**src/rtl/vec_load_gather.sv**
```systemverilog
// Strided vector load: fetches 1/4/16 words at base+i*stride and packs them into one RF write; latency N+2 from start at full rate.
// Backpressure: requests hold address/valid until mem_req_ready; in-flight reads capped at MAX_OUT, responses accepted unconditionally.
module vec_load_gather #(
  parameter int ADDR_W  = 32,
  parameter int MAX_OUT = 4
) (
  input  logic              clk,
  input  logic              rst,
  input  logic              start,
  input  logic [ADDR_W-1:0] base,
  input  logic [ADDR_W-1:0] stride,
  input  logic [1:0]        vl,
  input  logic [4:0]        vd,
  output logic              busy,
  output logic              done,
  output logic              err,
  output logic              mem_req_valid,
  input  logic              mem_req_ready,
  output logic [ADDR_W-1:0] mem_req_addr,
  input  logic              mem_rsp_valid,
  input  logic [31:0]       mem_rsp_data,
  output logic              rf_we,
  output logic [1:0]        rf_vl,
  output logic [4:0]        rf_wa,
  output logic [511:0]      rf_wd
);

  typedef enum logic [1:0] {IDLE, FETCH, WRITE} state_t;

  localparam logic [4:0] MAX_OUT_C = 5'(MAX_OUT);

  state_t            state, state_nxt;
  logic [ADDR_W-1:0] addr_q, stride_q;
  logic [1:0]        vl_q;
  logic [4:0]        vd_q;
  logic [4:0]        req_cnt, rsp_cnt, n_elem, inflight;
  logic [511:0]      data_q;
  logic              rej_q;
  logic              start_ok, cmd_ok, req_fire, rsp_fire;

  function automatic logic [4:0] elems(input logic [1:0] code);
    case (code)
      2'b00:   return 5'd1;
      2'b01:   return 5'd4;
      default: return 5'd16;
    endcase
  endfunction

  // Element count only meaningful for legal codes; illegal ones are rejected before use.
  assign cmd_ok   = (vl != 2'b11) && (({1'b0, vd} + {1'b0, elems(vl)}) <= 6'd32);
  assign start_ok = (state == IDLE) && start;
  assign n_elem   = elems(vl_q);
  assign inflight = req_cnt - rsp_cnt;

  assign mem_req_valid = (state == FETCH) && (req_cnt < n_elem) && (inflight < MAX_OUT_C);
  assign mem_req_addr  = addr_q;
  assign req_fire      = mem_req_valid && mem_req_ready;
  assign rsp_fire      = (state == FETCH) && mem_rsp_valid && (rsp_cnt < n_elem);

  assign rf_wd = data_q;
  assign rf_wa = vd_q;
  assign rf_vl = vl_q;

  always_comb begin
    state_nxt = state;
    busy      = 1'b0;
    rf_we     = 1'b0;
    done      = rej_q;
    err       = rej_q;
    case (state)
      IDLE: begin
        if (start && cmd_ok) state_nxt = FETCH;
      end
      FETCH: begin
        busy = 1'b1;
        if (rsp_fire && (rsp_cnt + 5'd1 == n_elem)) state_nxt = WRITE;
      end
      WRITE: begin
        busy      = 1'b1;
        rf_we     = 1'b1;
        done      = 1'b1;
        state_nxt = IDLE;
      end
      default: state_nxt = IDLE;
    endcase
  end

  always_ff @(posedge clk) begin
    if (rst) begin
      state    <= IDLE;
      addr_q   <= '0;
      stride_q <= '0;
      vl_q     <= '0;
      vd_q     <= '0;
      req_cnt  <= '0;
      rsp_cnt  <= '0;
      data_q   <= '0;
      rej_q    <= 1'b0;
    end else begin
      state <= state_nxt;
      rej_q <= start_ok && !cmd_ok;
      if (start_ok) begin
        addr_q   <= base;
        stride_q <= stride;
        vl_q     <= vl;
        vd_q     <= vd;
        req_cnt  <= '0;
        rsp_cnt  <= '0;
        data_q   <= '0;
      end else begin
        // Running address replaces base + req_cnt*stride; wraps naturally at ADDR_W.
        if (req_fire) begin
          req_cnt <= req_cnt + 5'd1;
          addr_q  <= addr_q + stride_q;
        end
        if (rsp_fire) begin
          data_q[{rsp_cnt[3:0], 5'b0} +: 32] <= mem_rsp_data;
          rsp_cnt <= rsp_cnt + 5'd1;
        end
      end
    end
  end

endmodule

```
**config.mk**
```make
export PLATFORM = sky130hd
export DESIGN_NAME = vec_load_gather
export DESIGN_NICKNAME = d
export VERILOG_FILES = /design/src/rtl/vec_load_gather.sv
export SDC_FILE = /design/constraint.sdc
export NUM_CORES = 1
export LEC_CHECK = 0
export CAP_MARGIN = 40
export CORE_ASPECT_RATIO = 1.4
export CORE_MARGIN = 2
export CORE_UTILIZATION = 30
export CTS_CLUSTER_SIZE = 30
export DETAILED_ROUTE_END_ITERATION = 10
export GPL_TIMING_DRIVEN = 1
export PLACE_DENSITY_LB_ADDON = 0.15
export SYNTH_ARGS = -nofsm -noshare
export SYNTH_HDL_FRONTEND = slang
export SYNTH_SLANG_ARGS = --single-unit
```
**constraint.sdc**
```tcl
create_clock -name clk -period 5.65 [get_ports clk]
set_clock_uncertainty 0.05 [all_clocks]
set_input_delay 1.13 -clock clk [delete_from_list [all_inputs] [get_ports clk]]
set_output_delay 1.13 -clock clk [all_outputs]
set_load 0.05 [all_outputs]
```
## Yosys cells after proc, flatten, opt, wreduce, memory -nomap -nowiden

Index checks and enable logic that the tools add are counted.

| cells by class | value |
|---|---|
| add/sub/neg operators | 6 |
| order comparisons | 4 |
| equal/unequal tests | 8 |
| shifts and indexed selects | 2 |
| muxes and demuxes | 11 |
| reductions and logical operators | 18 |

Operators by type and width:

| cell | count |
|---|---|
| bitwise mux 512 bit | 1 |
| variable shift 32 x 11 -> 512 bit (first input constant) | 1 |
| variable part select 32 x 11 -> 512 bit | 1 |
| 2-to-1 mux 32 bit | 2 |
| adder 32 bit | 1 |
| one-hot mux 5 bit (2 select lines) | 2 |
| negation 9 -> 11 bit | 1 |
| adder 5 x 1 -> 5 bit (second input constant) | 2 |
| logical AND 1 bit | 10 |
| less-than comparator 5 bit | 2 |
| adder 5 x 5 -> 6 bit | 1 |
| equality test 2 x 1 -> 1 bit (second input constant) | 3 |
| less-or-equal comparator 6 bit (second input constant) | 1 |
| logical NOT 2 bit | 3 |
| equality test 5 bit | 1 |
| less-than comparator 5 x 3 -> 1 bit (second input constant) | 1 |
| subtractor 5 bit | 1 |
| 2-to-1 mux 2 bit | 2 |
| inequality test 2 x 1 -> 1 bit (second input constant) | 2 |
| one-hot mux 2 bit (2 select lines) | 1 |
| OR reduction 2 bit | 2 |
| 2-to-1 mux 1 bit | 3 |
| equality test 2 bit (second input constant) | 1 |
| inequality test 2 bit (second input constant) | 1 |
| other kinds (3) | 3 |

| storage, ports and cells | value |
|---|---|
| register bits after elaboration | 596 |
| word-level logic and storage cells | 58 |

## Depth between registers and ports, before layout

Gate-level depths: netlist of run 1.

| depth | value |
|---|---|
| word-level depth | 8 |
| mapped depth | 13 |
| depth with buffers taken out | 12 |

## Least setup slack after synthesis of run 1

Ideal clock, no wire load.

| timing path | value |
|---|---|
| kind | reg-to-output |
| from | register vl_q[1], in the netlist rf_vl[1] |
| to | output mem_req_valid |
| arrival | 2.102 ns |
| path slack | 2.368 ns |
| stages on the path, launching flop included | 9 |
| cells stage by stage | dfxtp_1 inv_1 nand2_1 ha_1 o41a_1 o31ai_1 nand4b_1 inv_1 and2_1 |

| between the ends | value |
|---|---|
| longest elaborated chain between the ends | 5 |
| elaborated cells between the ends (all ways) | 6 |

Ends and longest elaborated chain:

| element | line | source |
|---|---|---|
| start: declaration | 34 | `logic [1:0] vl_q;` |
| start signal: assignment | 105 | `vl_q <= vl;` |
| equality test 2 x 1 -> 1 bit / logical NOT 2 bit (equally long branches) | 42 | `case (code)` |
| one-hot mux 5 bit (2 select lines) (*) | 42 |  |
| less-than comparator 5 bit (*) | 55 | `assign mem_req_valid = (state == FETCH) && (req_cnt < n_elem) && (inflight < MAX_OUT_C);` |
| logical AND 1 bit (*) (2 in a row) | 55 |  |
| end: declaration | 17 | `output logic mem_req_valid,` |

Mark *: on every way between the ends. The rest lies on a longest branch, timed or not.

## Worst setup path in the final report of run 1

| timing path | value |
|---|---|
| from | register rsp_cnt[1] |
| to | output mem_req_valid |

| between the ends | value |
|---|---|
| longest elaborated chain between the ends | 3 |

Ends and longest elaborated chain:

| element | line | source |
|---|---|---|
| start: declaration | 36 | `logic [4:0] req_cnt, rsp_cnt, n_elem, inflight;` |
| start signal: assignment | 118 | `rsp_cnt <= rsp_cnt + 5'd1;` |
| subtractor 5 bit | 53 | `assign inflight = req_cnt - rsp_cnt;` |
| less-than comparator 5 x 3 -> 1 bit | 55 |  |
| logical AND 1 bit | 55 |  |

No other way between the ends.

==> results.json, run 1 <==
{
  "synth_enable_flop_cells": 0,
  "cts-buffers-inserted": 61,
  "antenna_found_initial": 7,
  "max_freq_mhz": 224,
  "timing.final.max_slew_violations": 0,
  "io_buffers": 663,
  "worst_hold_path_type": "reg2reg",
  "power.density_cell_area_nw_per_um2": 282,
  "post_synth_fa_ha_maj_area_fraction_pct": 2.85,
  "async_reset_ff_share_pct": 0,
  "placed_cell_area_um2": 31500,
  "cp-start-kind": "flop",
  "met3RoutedLength_um": 7760,
  "cp_slowest_stage_delay_ns": 0.88,
  "synth_area_leaders": "sky130_fd_sc_hd__dfxtp_1 50%, sky130_fd_sc_hd__a21oi_1 12%, sky130_fd_sc_hd__nand2_1 11%, sky130_fd_sc_hd__nor2_1 4.4%, sky130_fd_sc_hd__nand3_1 4.2%",
  "viasPerCell": 5.01,
  "cts-root-to-sink-buffers": 3,
  "detailroute.wirelength.met2_um": 50000,
  "cap_violations": 0,
  "grt_first_pass_wirelength_um": 151000,
  "grt_max_degree": 102,
  "clock_tree.htree_level_count": 2,
  "globalRoute.totalOverflow": 0,
  "yosys-mux-area-fraction_pct": 0.256,
  "detail_route.wl_per_cell_um": 22.4,
  "tritoncts_clock_tree": "done",
  "setup_ws_ns": 1.19,
  "cts_post_setup_buffers_inserted": 0,
  "critical_path.max_fanout": 9,
  "final_design_area_no_fill_um2": 33500,
  "regToRegSetupSlack_ns": 2.18,
  "die-height_um": 338,
  "synth_top_area_share_pct": 49.8,
  "placeableCoreArea_um2": 79100,
  "timing.critical_path.arrival_ns": 3.28,
  "finalHoldViolations": 0,
  "finish.utilization_pct": 42.4,
  "mappedNetlistArea_um2": 23900,
  "synth_area_in_simple_gates_pct": 24.4,
  "yosysWarnings": 0,
  "synthCells": 3069,
  "yosysUniqueCellTypes": 65,
  "synthMostInstantiatedCell": "sky130_fd_sc_hd__nand2_1",
  "design.final.nets": 3756,
  "route.detailed.drc": 0,
  "worst-setup-path-type": "reg2out",
  "track_usage_pct": 24.4,
  "first_global_vias": 21800,
  "min_period_over_period_pct": 78.9,
  "floorplan.io_pins": 664,
  "synth_top_family_by_area": "simple AND/OR/NAND/NOR gates",
  "drive_gt1_share_pct": 5.63,
  "floorplan.die.width_um": 243,
  "clkSinkCount": 596,
  "n_fill_cell": 8158,
  "synth-compound-area-share_pct": 16.0,
  "cp_slowest_cell": "sky130_fd_sc_hd__clkdlybuf4s50_1",
  "maxSlewHeadroom_pct": 41.7,
  "clk_pin_slew_ns": 0.06,
  "dr.first_iter.drc_count": 1553,
  "finalWorstPathRequiredPeriod_ns": 4.46,
  "worst_slew_pin_slew_ns": 0.867,
  "synth-seq-cells": 596,
  "gp_routability_congestion": 0.839,
  "fin_setup_tns_ns": 0,
  "placementRows": 122,
  "synth_top_cells_by_count": "709 x sky130_fd_sc_hd__nand2_1, 596 x sky130_fd_sc_hd__dfxtp_1, 587 x sky130_fd_sc_hd__a21oi_1",
  "max_vdd_drop_uv": 211,
  "synth.net_count": 3231,
  "routed_wl_um": 105000,
  "crit_path_end_kind": "output pin",
  "area_growth_syn_to_layout_pct": 40.0,
  "initial_core_util_pct": 30.3,
  "synth_largest_area_cell": "sky130_fd_sc_hd__dfxtp_1",
  "rsz0062_at_grt": "false",
  "topRoutingLayerUsed": "met5",
  "synth_xor_area_share_pct": 1.43,
  "die-area_um2": 82100,
  "cp_data_required_time_ns": 4.47,
  "postCtsHoldBufs": 0,
  "leakage_nw": 11.0,
  "synth_flop_cell": "sky130_fd_sc_hd__dfxtp_1",
  "run_status": "complete, no violations",
  "layout.area.seq_um2": 11900,
  "insertion_delay_ns": 0.63,
  "synth_seq_area_share_pct": 49.8,
  "cts_root_buf": "sky130_fd_sc_hd__clkbuf_16",
  "place_hpwl_um": 71500,
  "via_count": 23500,
  "setup_viol": 0,
  "dr.pass1.iters": 7,
  "wl_met1_um": 43100,
  "drt.antenna.violating_nets": 0,
  "cell_by_cell_trace_of_the_critical_path": "inv_2 -> ha_1 -> a21o_1 -> a21oi_1 -> mux2i_1 -> o21ai_1 -> and2_1 -> clkdlybuf4s50_1",
  "post_cts_resized": 0,
  "multi_input_area_um2": 10800,
  "syn_avg_cell_area_um2": 7.80,
  "detailedPlace.worstSlack_ns": 1.81
}
==> layout make-up <==
class / count / share of cell area, %
Sequential cell: 596 / 35.6
Antenna cell: 3 / 0.0224
Multi-Input combinational cell: 2176 / 32.3
Tap cell: 1054 / 3.93
Clock buffer: 98 / 5.69
Inverter: 17 / 0.190
Timing Repair Buffer: 742 / 22.0
Clock inverter: 11 / 0.325
==> power breakdown <==
group	leakage (nW)	switching (mW)	internal (mW)
logic	5.21	0.692	0.325
clock network	0.993	1.78	2.34
registers	4.81	0.0463	4.26
==> final timing paths <==
check | start | endpoint | depth (start not counted)
worst max-delay path | rsp_cnt[1] | mem_req_valid | 8
worst min-delay path | rf_wd[511] | rf_wd[511] | 2
worst max register to register | rf_vl[1] | rf_wd[388] | 11
worst min register to register | rf_wd[511] | rf_wd[511] | 2
==> state kept, by name (all words and copies together), names as in the netlist <==
register / count
state: 2
req_cnt: 5
rf_vl: 2
rsp_cnt: 5
err: 1
rf_wa: 5
rf_wd: 512
stride_q: 32
mem_req_addr: 32
==> metrics by stage <==
step / power [mW] / hold WS, ns / std cells
4_1_cts: 9.57 / 0.403 / 4694
2_1_floorplan: 4.98 / 0.390 / 3069
3_5_place_dp: 5.42 / 0.394 / 4585
3_3_place_gp: 5.41 / 0.388 / 4576
5_1_grt: 9.77 / 0.415 / 4697
6_report: 9.44 / 0.400 / 4697
==> logic make-up after synthesis <==
group	after synthesis
compound gates	702
xor+xnor	39
fa+ha+maj	54
buf+inv	297
flops	596
mux	6
simple gates	1375
==> per-layer routing <==
layer	track usage, %	up-vias
li1	-	11400
met1	30.3	11100
met2	40.2	804
met3	5.99	191
met4	10.1	4
met5	0	-
==> placed cells by master, fill, tap and decap left out, types with 14 or more instances in the layout <==
cell type,count
sky130_fd_sc_hd__nor2_1,279
sky130_fd_sc_hd__a311oi_1,21
sky130_fd_sc_hd__dfxtp_1,596
sky130_fd_sc_hd__xnor2_1,23
sky130_fd_sc_hd__clkbuf_8,22
sky130_fd_sc_hd__buf_4,64
sky130_fd_sc_hd__clkbuf_1,14
sky130_fd_sc_hd__clkdlybuf4s50_1,660
sky130_fd_sc_hd__inv_1,16
sky130_fd_sc_hd__o21ai_0,17
sky130_fd_sc_hd__a21oi_1,587
sky130_fd_sc_hd__nand2_1,703
sky130_fd_sc_hd__nand4_1,78
sky130_fd_sc_hd__nand3_1,203
sky130_fd_sc_hd__clkbuf_16,62
sky130_fd_sc_hd__ha_1,53
sky130_fd_sc_hd__xor2_1,16
sky130_fd_sc_hd__nor3_1,44
==> worst max-delay path: cells and delay by family, from the launching register on <==
kind | cells | cell delay [ns]
AND/OR/NAND/NOR | 1 | 0.16
AO/OA/AOI/OAI | 3 | 0.60
flip-flops | 1 | 0.49
buffers and inverters | 2 | 0.99
adder cells (fa/ha/maj) | 1 | 0.29
multiplexers | 1 | 0.11
No activity file was read; power rests on OpenSTA's default activity.
==> run 2: changes to the inputs <==
clock period = 3.7 ns   (was 5.65 ns; I/O delays follow)
==> results.json, run 2 (synthesis results as in run 1) <==
{
  "critical_path.max_fanout": 9,
  "placementRows": 122,
  "place_hpwl_um": 72700,
  "drive_gt1_share_pct": 6.46,
  "leakage_nw": 11.3,
  "antenna_found_initial": 5,
  "mostFrequentLayoutCell": "sky130_fd_sc_hd__nand2_1",
  "area_growth_syn_to_layout_pct": 41.9,
  "regToRegSetupSlack_ns": 0.55,
  "tritoncts_clock_tree": "done",
  "cts-root-to-sink-buffers": 3,
  "grt_max_degree": 96,
  "startpoint": "rsp_cnt[1]",
  "detail_route.wl_per_cell_um": 22.3,
  "largest_reg_flops": 512,
  "timing.critical_path.arrival_ns": 2.71,
  "run_status": "complete, no violations",
  "layout.cells.most_common_list": "703 x sky130_fd_sc_hd__nand2_1, 659 x sky130_fd_sc_hd__clkdlybuf4s50_1, 596 x sky130_fd_sc_hd__dfxtp_1, 587 x sky130_fd_sc_hd__a21oi_1, 279 x sky130_fd_sc_hd__nor2_1",
  "n_fill_cell": 8220,
  "worst-setup-path-type": "reg2out",
  "max_freq_mhz": 286,
  "r2r.worst_path.cells": 10,
  "routed_wl_um": 105000,
  "dr.pass1.iters": 5,
  "max_vdd_drop_uv": 357,
  "globalRoute.totalOverflow": 0,
  "min_period_over_period_pct": 94.5,
  "setup_viol": 0,
  "post_cts_resized": 0,
  "critPathBufInv": 2,
  "die-height_um": 338,
  "dr.first_iter.drc_count": 1517,
  "finalWorstPathRequiredPeriod_ns": 3.50,
  "worst_hold_path_type": "reg2reg",
  "timing.final.max_slew_violations": 0,
  "crit_path_end_kind": "output pin",
  "cp-start-kind": "flop",
  "worst_slew_pin_slew_ns": 0.864,
  "fin_setup_tns_ns": 0,
  "clkSinkCount": 596,
  "cap_violations": 0,
  "via_count": 23600,
  "route.detailed.drc": 0,
  "cell_by_cell_trace_of_the_critical_path": "inv_2 -> ha_1 -> a21o_1 -> a21oi_1 -> mux2i_1 -> o21ai_1 -> and2_1 -> buf_4",
  "first_global_vias": 22000,
  "floorplan.die.width_um": 243,
  "finalHoldViolations": 0,
  "crit-reg2reg-launch": "rf_vl[0]",
  "design.final.nets": 3781,
  "finish.utilization_pct": 43.0,
  "clk_pin_slew_ns": 0.06,
  "drt.antenna.violating_nets": 0,
  "maxSlewHeadroom_pct": 42.4,
  "cts-buffers-inserted": 66,
  "power.density_cell_area_nw_per_um2": 444,
  "cp_data_required_time_ns": 2.91,
  "placeableCoreArea_um2": 79100,
  "track_usage_pct": 24.6,
  "cts_root_buf": "sky130_fd_sc_hd__clkbuf_16",
  "rr_endpoint": "rf_wd[387]",
  "postCtsHoldBufs": 0,
  "io_buffers": 663,
  "cp_slowest_cell": "sky130_fd_sc_hd__dfxtp_1",
  "floorplan.io_pins": 664,
  "grt_first_pass_wirelength_um": 153000,
  "initial_core_util_pct": 30.3,
  "clock_tree.htree_level_count": 3,
  "worstSetupPathDepth": 8,
  "cts_post_setup_buffers_inserted": 0,
  "worstSetupEndpoint": "mem_req_valid",
  "viasPerCell": 5.00,
  "worst_path_dominant_cell_family": "compound AO/OA/AOI/OAI gates",
  "rsz0062_at_grt": "false",
  "insertion_delay_ns": 0.61,
  "gp_routability_congestion": 0.828,
  "die-area_um2": 82100,
  "cp_slowest_stage_delay_ns": 0.51
}
run 2: cell count changes in the layout (fill, tap and decap cells not counted), moves of 5 or more:
cell	previous run	this run
sky130_fd_sc_hd__buf_8	6	1
sky130_fd_sc_hd__buf_12	9	18
sky130_fd_sc_hd__buf_4	64	81
sky130_fd_sc_hd__clkinv_2	4	11
sky130_fd_sc_hd__bufinv_16	1	6
sky130_fd_sc_hd__clkbuf_16	62	68
sky130_fd_sc_hd__clkbuf_8	22	13
run 2: final cells by class:
class | count | area, um2 | area share (%)
diodes | 2 | 5.00 | 0.0147
inverters | 17 | 63.8 | 0.188
clock buffers | 93 | 1930 | 5.67
flip-flops and latches | 596 | 11900 | 35.1
repair buffers | 762 | 7590 | 22.3
well taps | 1054 | 1320 | 3.88
clock inverters | 25 | 325 | 0.957
multi-input cells | 2176 | 10800 | 31.8
run 2: tightest hold or removal path, cell delays in order, from the launching register on:
cell,delay [ns]
sky130_fd_sc_hd__dfxtp_1,0.31
sky130_fd_sc_hd__nand2_1,0.05
sky130_fd_sc_hd__a21oi_1,0.05
run 2: how the worst min path moves through the flow:
stage,end,slack [ns],depth (start not counted),start
global placement,rf_wd[481],0.39,2,rf_wd[481]
floorplan,stride_q[0],0.39,2,stride_q[0]
CTS,rf_wa[0],0.40,2,rf_wa[0]
detailed placement,rf_wd[482],0.40,2,rf_wd[482]
finish,rf_wd[298],0.40,2,rf_wd[298]
global route,rf_wd[446],0.42,2,rf_wd[446]
run 2: per-layer routing:
metal	wire [um]	GRT usage (%)	share of wire, %
met1	43900	30.4	42
met2	50800	41.4	48
met3	7720	6.64	7.3
met4	3000	7.91	2.8
met5	36	0	0.034
run 2: report_power, final:
| part | internal (mW) | switching [mW] | total (mW) |
|---|---|---|---|
| Combinational | 0.522 | 1.07 | 1.59 |
| Clock | 4.07 | 2.85 | 6.92 |
| Sequential | 6.50 | 0.0663 | 6.57 |
| Total | 11.1 | 3.98 | 15.1 |
run 2: per-stage QoR:
stage	instances	instance area, um2	setup WS [ns]	total power, mW	hold slack, ns
after floorplan	3069	23900	0.589	7.60	0.390
after global placement	4603	31700	0.228	8.31	0.388
after detailed placement	4605	31700	0.233	8.31	0.395
after CTS	4723	34000	0.153	15.3	0.404
after global routing	4725	34000	0.00784	15.6	0.416
final	4725	34000	0.204	15.1	0.401
==> run 3: changes to the inputs <==
RECOVER_POWER = 25   (was not set)
==> results.json, run 3 (synthesis results as in run 1) <==
{
  "cap_violations": 1,
  "tritoncts_clock_tree": "done",
  "drt.antenna.violating_nets": 0,
  "route.detailed.drc": 0,
  "rsz0062_at_grt": "false",
  "gp_routability_congestion": 0.828,
  "max_freq_mhz": 286,
  "run_status": "finished with violations",
  "cts_root_buf": "sky130_fd_sc_hd__clkbuf_16",
  "clock_tree.htree_level_count": 3,
  "grt_first_pass_wirelength_um": 153000,
  "failed_checks": "capacitance limit, slew limit",
  "largest_reg_flops": 512,
  "cts-root-to-sink-buffers": 3,
  "placeableCoreArea_um2": 79100,
  "worst_path_dominant_cell_family": "compound AO/OA/AOI/OAI gates",
  "worst_slew_pin_slew_ns": 2.00,
  "via_count": 23600,
  "floorplan.die.width_um": 243,
  "crit_path_end_kind": "output pin",
  "finish.utilization_pct": 42.9,
  "first_global_vias": 22000,
  "cp_data_required_time_ns": 2.91,
  "layout.cells.most_common_list": "704 x sky130_fd_sc_hd__nand2_1, 596 x sky130_fd_sc_hd__dfxtp_1, 587 x sky130_fd_sc_hd__a21oi_1, 417 x sky130_fd_sc_hd__clkdlybuf4s50_1, 279 x sky130_fd_sc_hd__nor2_1",
  "post-layout-total-power_mw": 15.1,
  "area_growth_syn_to_layout_pct": 41.8,
  "track_usage_pct": 24.6,
  "initial_core_util_pct": 30.3,
  "dp.cells": 4605,
  "post_cts_resized": 0,
  "worst_hold_path_type": "reg2reg",
  "min_period_over_period_pct": 94.4,
  "critical_path.max_fanout": 9,
  "cp_slowest_cell": "sky130_fd_sc_hd__dfxtp_1",
  "routed_wl_um": 105000,
  "cts_post_setup_buffers_inserted": 0,
  "place_hpwl_um": 72700,
  "globalRoute.totalOverflow": 0,
  "timing.critical_path.arrival_ns": 2.70,
  "detail_route.wl_per_cell_um": 22.3,
  "finish.cell_count_without_fillers": 4725,
  "cts-buffers-inserted": 66,
  "cell_by_cell_trace_of_the_critical_path": "inv_2 -> ha_1 -> a21o_1 -> a21oi_1 -> mux2i_1 -> o21ai_1 -> and2_1 -> buf_4",
  "placementRows": 122,
  "cp-start-kind": "flop",
  "mostFrequentLayoutCell": "sky130_fd_sc_hd__nand2_1",
  "die-area_um2": 82100,
  "viasPerCell": 4.99,
  "io_buffers": 663,
  "postCtsHoldBufs": 0,
  "clkSinkCount": 596,
  "insertion_delay_ns": 0.61,
  "maxSlewHeadroom_pct": -33.4,
  "fin_setup_tns_ns": 0,
  "setup_viol": 0,
  "dr.pass1.iters": 5,
  "clk_pin_slew_ns": 0.06,
  "design.final.nets": 3781,
  "power.density_cell_area_nw_per_um2": 444,
  "regToRegSetupSlack_ns": 0.55,
  "drive_gt1_share_pct": 6.41,
  "floorplan.io_pins": 664,
  "finalHoldViolations": 0,
  "detailedPlace.worstSlack_ns": 0.233,
  "max_vdd_drop_uv": 359,
  "dr.first_iter.drc_count": 1487,
  "timing.final.max_slew_violations": 96,
  "worst-setup-path-type": "reg2out",
  "leakage_nw": 12.1,
  "grt_max_degree": 96,
  "n_fill_cell": 8223,
  "critPathBufInv": 2,
  "antenna_found_initial": 5,
  "cp_slowest_stage_delay_ns": 0.51,
  "setup_ws_ns": 0.208,
  "finalWorstPathRequiredPeriod_ns": 3.49,
  "die-height_um": 338
}
run 3: final cells by class:
class	instances	area, um2	area share (%)
sequential	596	11900	35.1
tap	1054	1320	3.88
antenna	2	5.00	0.0147
inverter	17	63.8	0.188
multi-input combinational	2176	10800	31.8
clock inverter	25	325	0.958
timing repair buffer	762	7580	22.3
clock buffer	93	1930	5.67
run 3: final timing paths:
kind                            startpoint            end  cells past startpoint
worst max-delay path            rsp_cnt[1]  mem_req_valid                      8
worst min-delay path            rf_wd[298]     rf_wd[298]                      2
worst max register to register    rf_vl[0]     rf_wd[336]                     10
worst min register to register  rf_wd[298]     rf_wd[298]                      2
run 3: routing by layer:
| layer | track usage (%) | share of wire [%] |
|---|---|---|
| met1 | 30.4 | 42 |
| met2 | 41.4 | 48 |
| met3 | 6.64 | 7.2 |
| met4 | 7.91 | 2.8 |
| met5 | 0 | 0.034 |
run 3: per-stage QoR:
step | cell area [um2] | hold WS, ns
after global routing | 34000 | 0.414
after detailed placement | 31700 | 0.395
after global placement | 31700 | 0.388
after CTS | 34000 | 0.404
final | 34000 | 0.398
after floorplan | 23900 | 0.390
run 3: power breakdown:
group,total (mW),switching [mW],internal [mW]
Sequential,6.57,0.0657,6.50
Combinational,1.58,1.06,0.515
Clock,6.92,2.85,4.07
run 3: worst reg2reg max path: stages, from the launching register on:
cell and delay, ns:
sky130_fd_sc_hd__dfxtp_1 0.42, sky130_fd_sc_hd__nand2_1 0.14, sky130_fd_sc_hd__ha_1 0.28, sky130_fd_sc_hd__a21boi_0 0.11
sky130_fd_sc_hd__or3_1 0.36, sky130_fd_sc_hd__a211oi_4 0.39, sky130_fd_sc_hd__nor3b_4 0.45, sky130_fd_sc_hd__and2_1 0.19
sky130_fd_sc_hd__buf_4 0.37, sky130_fd_sc_hd__nand3_1 0.15, sky130_fd_sc_hd__a21oi_1 0.16
